**config.mk**
```make
export PLATFORM = sky130hd
export DESIGN_NAME = reversible_6bit_divider
export DESIGN_NICKNAME = d
export VERILOG_FILES = /design/src/rtl/reversible_div_pkg.sv /design/src/rtl/reversible_7bit_subtractor.sv /design/src/rtl/reversible_6bit_divider.sv
export SDC_FILE = /design/constraint.sdc
export NUM_CORES = 1
export LEC_CHECK = 0
export BUFFER_PORTS_ARGS = -buffer_cell sky130_fd_sc_hd__clkbuf_2
export CAP_MARGIN = 40
export CORE_MARGIN = 3
export CORE_UTILIZATION = 50
export CTS_BUF_LIST = sky130_fd_sc_hd__clkbuf_2
export CTS_CLUSTER_SIZE = 12
export DETAILED_ROUTE_END_ITERATION = 8
export PLACE_DENSITY = 0.71
export REMOVE_ABC_BUFFERS = 1
export SLEW_MARGIN = 40
export SYNTH_ARGS = -nofsm -noshare
export SYNTH_HDL_FRONTEND = slang
export SYNTH_SLANG_ARGS = --single-unit
```
**constraint.sdc**
```tcl
create_clock -name clk -period 4.7 [get_ports clk]
set_input_delay 0.705 -clock clk [delete_from_list [all_inputs] [get_ports clk]]
set_output_delay 0.705 -clock clk [all_outputs]
set_load 0.02 [all_outputs]
```
**src/rtl/reversible_div_pkg.sv**
```systemverilog
// reversible_div_pkg: shared widths and FSM state type for the reversible divider.
package reversible_div_pkg;
    localparam int DIVIDEND_W = 12;
    localparam int DIVISOR_W = 6;
    localparam int CNT_W = 4;
    typedef enum logic [1:0] {IDLE, RUN, DONE} state_t;
endpackage

```
**src/rtl/reversible_7bit_subtractor.sv**
```systemverilog
// reversible_7bit_subtractor: a - b as a ripple of reversible full adders (b inverted, carry-in 1).
module reversible_7bit_subtractor #(
    parameter int W = 7
) (
    input  logic [W-1:0] a,
    input  logic [W-1:0] b,
    output logic [W-1:0] diff,
    output logic         no_borrow
);
    logic [W:0] c;
    logic [W-1:0] bn, p;
    assign c[0] = 1'b1;
    assign bn = ~b;
    // Each stage is two cascaded Peres gates: propagate, then sum and carry.
    for (genvar i = 0; i < W; i++) begin : g_rfa
        assign p[i] = a[i] ^ bn[i];
        assign diff[i] = p[i] ^ c[i];
        assign c[i+1] = (a[i] & bn[i]) ^ (c[i] & p[i]);
    end
    assign no_borrow = c[W];
endmodule

```
**src/rtl/reversible_6bit_divider.sv**
```systemverilog
// reversible_6bit_divider: restoring divider, one quotient bit per clock, start/busy/done handshake.
// Define DIV_ZERO_FAST_EN to short-circuit a zero divisor straight to DONE and flag div_by_zero.
module reversible_6bit_divider
    import reversible_div_pkg::*;
#(
    parameter int DIVIDEND_W = reversible_div_pkg::DIVIDEND_W,
    parameter int DIVISOR_W  = reversible_div_pkg::DIVISOR_W
) (
    input  logic                  clk,
    input  logic                  rst_n,
    input  logic                  start,
    input  logic [DIVIDEND_W-1:0] dividend,
    input  logic [DIVISOR_W-1:0]  divisor,
    output logic                  busy,
    output logic                  done,
    output logic [DIVIDEND_W-1:0] quotient,
    output logic [DIVISOR_W-1:0]  remainder,
    output logic                  div_by_zero
);
    state_t state, state_nx;
    logic [CNT_W-1:0] cnt;
    logic [DIVIDEND_W-1:0] dq;
    logic [DIVISOR_W-1:0] dvs, r, r_nx;
    logic [DIVISOR_W:0] r_sh, diff;
    logic nb, accept, last, fast_zero, zero_pend, diff_msb_unused;

    assign busy = state == RUN;
    assign done = state == DONE;
    assign accept = start && state != RUN && !zero_pend;
    assign last = cnt == CNT_W'(DIVIDEND_W - 1);
    // dq shifts the dividend out at the top while quotient bits enter at the bottom.
    assign r_sh = {r, dq[DIVIDEND_W-1]};
    assign r_nx = nb ? diff[DIVISOR_W-1:0] : r_sh[DIVISOR_W-1:0];
    assign diff_msb_unused = diff[DIVISOR_W];

    reversible_7bit_subtractor #(.W(DIVISOR_W + 1)) u_sub (
        .a(r_sh),
        .b({1'b0, dvs}),
        .diff(diff),
        .no_borrow(nb)
    );

    always_ff @(posedge clk or negedge rst_n)
        if (!rst_n) state <= IDLE;
        else state <= state_nx;

    always_comb begin
        state_nx = state;
        state_nx = state == RUN ? (last ? DONE : RUN)
                 : zero_pend ? DONE
                 : (accept && !fast_zero) ? RUN : IDLE;
    end

    always_ff @(posedge clk or negedge rst_n)
        if (!rst_n) begin
            cnt <= '0;
            dq <= '0;
            dvs <= '0;
            r <= '0;
            quotient <= '0;
            remainder <= '0;
        end else if (accept) begin
            cnt <= '0;
            dq <= dividend;
            dvs <= divisor;
            r <= '0;
        end else if (state == RUN) begin
            cnt <= cnt + 1'b1;
            dq <= {dq[DIVIDEND_W-2:0], nb};
            r <= r_nx;
            if (last) begin
                quotient <= {dq[DIVIDEND_W-2:0], nb};
                remainder <= r_nx;
            end
        end else if (zero_pend) begin
            quotient <= '1;
            remainder <= dq[DIVISOR_W-1:0];
        end

`ifdef DIV_ZERO_FAST_EN
    assign fast_zero = divisor == '0;
    always_ff @(posedge clk or negedge rst_n)
        if (!rst_n) begin
            zero_pend <= 1'b0;
            div_by_zero <= 1'b0;
        end else begin
            zero_pend <= accept && fast_zero;
            div_by_zero <= zero_pend || (div_by_zero && !accept);
        end
`else
    assign fast_zero = 1'b0;
    assign zero_pend = 1'b0;
    assign div_by_zero = 1'b0;
`endif
endmodule

```
==> results.py <==
metrics = {
    "outcome": {
        "run_status": "complete, no violations",
    },
    "die": {
        "coreArea_mm2": 0.00414,
        "start_util_pct": 54.0,
        "height_of_the_chip_um": 72.9,
        "die_width_um": 72.9,
        "design.portCount": 42,
        "std_cell_rows": 23,
        "die-area_mm2": 0.00531,
    },
    "setup_path": {
        "crit_path_start_kind": "register",
        "worstReg2RegStart": "dq[11]$_DFFE_PN0P_",
        "worst_reg_to_reg_setup_slack_ns": 1.02,
        "end_kind": "register",
        "worstSetupPathType": "reg2reg",
        "wp_data_required_ns": 5.01,
        "reg2reg_depth": 12,
        "crit_arrival_ns": 4.00,
        "worstPathMaxFanout": 8,
        "r2r_end": "remainder[0]$_DFFE_PN0P_",
    },
    "synth": {
        "synth_cells": 175,
        "ys.flop_type": "dfrtp_1",
        "syn_area_mm2": 0.00224,
        "ys_top_cells_by_area": "dfrtp_1, mux2i_1, mux2_4",
        "netlist.top_cell.by_area": "dfrtp_1",
        "yosys.area.top_type_share_pct": 53.7,
        "postSynthRegisterBits": 48,
        "post_synth_most_frequent_cells": "dfrtp_1, mux2i_1, o21ai_0",
        "synthMostInstantiatedCell": "dfrtp_1",
        "synthArstFlopShare_pct": 100,
        "synth-edff-count": 0,
        "yosys_warnings": 0,
        "synth_area_per_cell_um2": 12.8,
        "synthDistinctLibCells": 30,
        "synth.yosys.seq_area_share_pct": 53.7,
    },
    "clock_tree": {
        "post_cts_buffers": 0,
        "cts_inserted_buffers": 5,
        "clock_sink_count": 48,
        "cts_repair_resize_count": 0,
        "tritoncts": "built",
        "ctsRootBufferMaster": "clkbuf_2",
        "cts-hold-fix-buffers": 0,
        "max-clock-path-buffers": 2,
        "worst_setup_hold_path_clk_slew_ns": 0.24,
        "worst_skew_pair.late_latency_ns": 0.41,
        "cts_max_level": 2,
    },
    "global_routing": {
        "global_route.overflow_total": 0,
        "global_route_wire_length_before_repair_mm": 6.95,
        "grt_start_max_net_pins": 49,
        "first_global_vias": 1459,
        "globalRouteTotalUtil_pct": 16.9,
        "grt_antenna_before_repair": 0,
    },
    "sta": {
        "report.final.slew_viol_count": 0,
        "clock_skew_ns": 0.0195,
        "max_slew_margin_pct": 48.2,
        "setup_violations_final": 0,
        "fin_tns_setup_ns": 0,
        "timing_hold_violations_final": 0,
        "layout_worst_path_cycle_share_pct": 78.4,
        "fmax_mhz": 271,
        "final_critical_path_setup_slack_ns": 1.02,
        "final_period_minus_worst_setup_slack_ns": 3.68,
        "max_slew.worst_pin.slew_ns": 0.776,
        "setup_repair_after_global_routing_missed_its_margin": "no",
        "final_hold_slack_ns": 0.327,
    },
    "final_layout": {
        "area_delta_synth_final_pct": 11.7,
        "utilization_pct": 60.3,
        "antenna_cells_inserted": 0,
        "layout.nets": 242,
        "drive_above_1_share_pct": 34.0,
        "stdcell_area_mm2": 0.00250,
        "instances_no_fill": 265,
    },
    "run": {
        "max_cap_violation_count": 0,
    },
    "place": {
        "hpwlAfterDp_mm": 2.75,
        "dp_slack_ns": 1.06,
        "numPortBuffers": 40,
        "gp_routability_congestion": 0.797,
        "place.detailed.instances": 257,
        "placed_cell_area_mm2": 0.00246,
    },
    "detailed_routing": {
        "detailroute.via_count": 1392,
        "first_iter_violations": 73,
        "first_pass_iters": 4,
        "drt-total-wl_mm": 3.86,
        "ant_nets": 0,
        "drc_errors": 0,
        "routed_wire_length_per_instance_um": 14.6,
        "detail_route.vias_per_cell": 5.25,
    },
    "pwr": {
        "clock_power_share_pct": 8.7,
        "power_dens_cells_mw_per_mm2": 725,
        "share_comb_of_total_power_pct": 49.2,
        "total_switching_power_uw": 751,
        "p_leak_nw": 1.26,
        "share_of_total_power_in_sequential_cells_pct": 42.0,
        "vdd.ir_drop.worst_mv": 0.307,
        "post-layout-total-power_mw": 1.81,
        "power_switching_share_pct": 41.5,
        "internal_power_mw": 1.06,
    },
    "min_path": {
        "holdCritPathClass": "in2async",
    },
}
-- cells by family (layout without fill, tap and decap cells) --
| kind of cell | count (synthesis) | in the layout | synth area share (%) |
|---|---|---|---|
| buf+inv | 24 | 64 | 4.98 |
| other cells | 1 | 1 | 0.168 |
| compound gates | 21 | 21 | 5.26 |
| mux | 43 | 43 | 22.0 |
| flops | 48 | 48 | 53.7 |
| xor+xnor | 1 | 1 | 0.392 |
| simple gates | 30 | 30 | 7.83 |
| fa+ha+maj | 7 | 7 | 5.60 |
-- critical path: stages (launching register included) --
cell,delay [ns]
dfrtp_1,0.43
inv_1,0.07
ha_1,0.14
inv_1,0.05
fa_1,0.38
fa_1,0.39
fa_1,0.39
fa_1,0.37
inv_1,0.09
fa_1,0.17
nor2b_1,0.63
mux2i_1,0.20
mux2_2,0.30
-- per-layer routing --
| layer | GRT usage (%) | vias up | part of all wire [%] | wire length (um) |
|---|---|---|---|---|
| li1 | - | 662 | - | - |
| met1 | 22.4 | 685 | 45 | 1760 |
| met2 | 26.8 | 38 | 47 | 1840 |
| met3 | 5.10 | 7 | 5.5 | 212 |
| met4 | 5.12 | 0 | 1.6 | 61 |
| met5 | 0 | - | 0 | 0 |
-- state kept, by name (all words and copies together) (netlist names) --
signal and count:
remainder 6, quotient 12, dq 12, state 2, cnt 4, r 6, dvs 6
-- layout make-up --
cell class / instances / area, um2
Tap cell: 50 / 62.6
Multi-Input combinational cell: 103 / 923
Clock inverter: 3 / 13.8
Sequential cell: 48 / 1200
Timing Repair Buffer: 41 / 208
Inverter: 15 / 63.8
Clock buffer: 5 / 25.0
Fill cell: 367 / 1650
-- how the worst max path moves through the flow --
stage | start | to
final | dq[11]$_DFFE_PN0P_ | remainder[0]$_DFFE_PN0P_
after global placement | dq[11]$_DFFE_PN0P_ | remainder[5]$_DFFE_PN0P_
after global routing | dq[11]$_DFFE_PN0P_ | remainder[0]$_DFFE_PN0P_
after CTS | dq[11]$_DFFE_PN0P_ | remainder[0]$_DFFE_PN0P_
after floorplan | dq[11]$_DFFE_PN0P_ | remainder[5]$_DFFE_PN0P_
after detailed placement | dq[11]$_DFFE_PN0P_ | remainder[0]$_DFFE_PN0P_
-- cell usage in the layout, fill, tap and decap left out --
master and count:
xor2_1 1, nand3b_1 5, inv_1 13, nor2b_2 1, fa_1 5, o21ai_0 16
nand3_4 1, inv_4 1, buf_4 1, nor2_1 2, mux2_2 10, mux2i_1 23
or3_1 1, nor3b_1 1, clkinv_2 2, clkbuf_2 45, mux2_4 10, dfrtp_1 48
nor2b_1 3, nand3_1 1, ha_1 2, conb_1 1, a21oi_1 1, a22o_1 2
nand2b_4 1, clkinv_1 1, nand2_1 14, clkinv_4 1, a211oi_1 1, a21o_1 1
-- power by group through the flow --
stage          registers (mW)  logic [mW]  clock network [mW]
2_1_floorplan           0.834       0.585                   0
3_3_place_gp            0.761       0.870                   0
3_5_place_dp            0.774       0.905                   0
4_1_cts                 0.763       0.906               0.166
5_1_grt                 0.794        1.01               0.183
6_report                0.761       0.891               0.158
(Power assumes the default switching activity.)
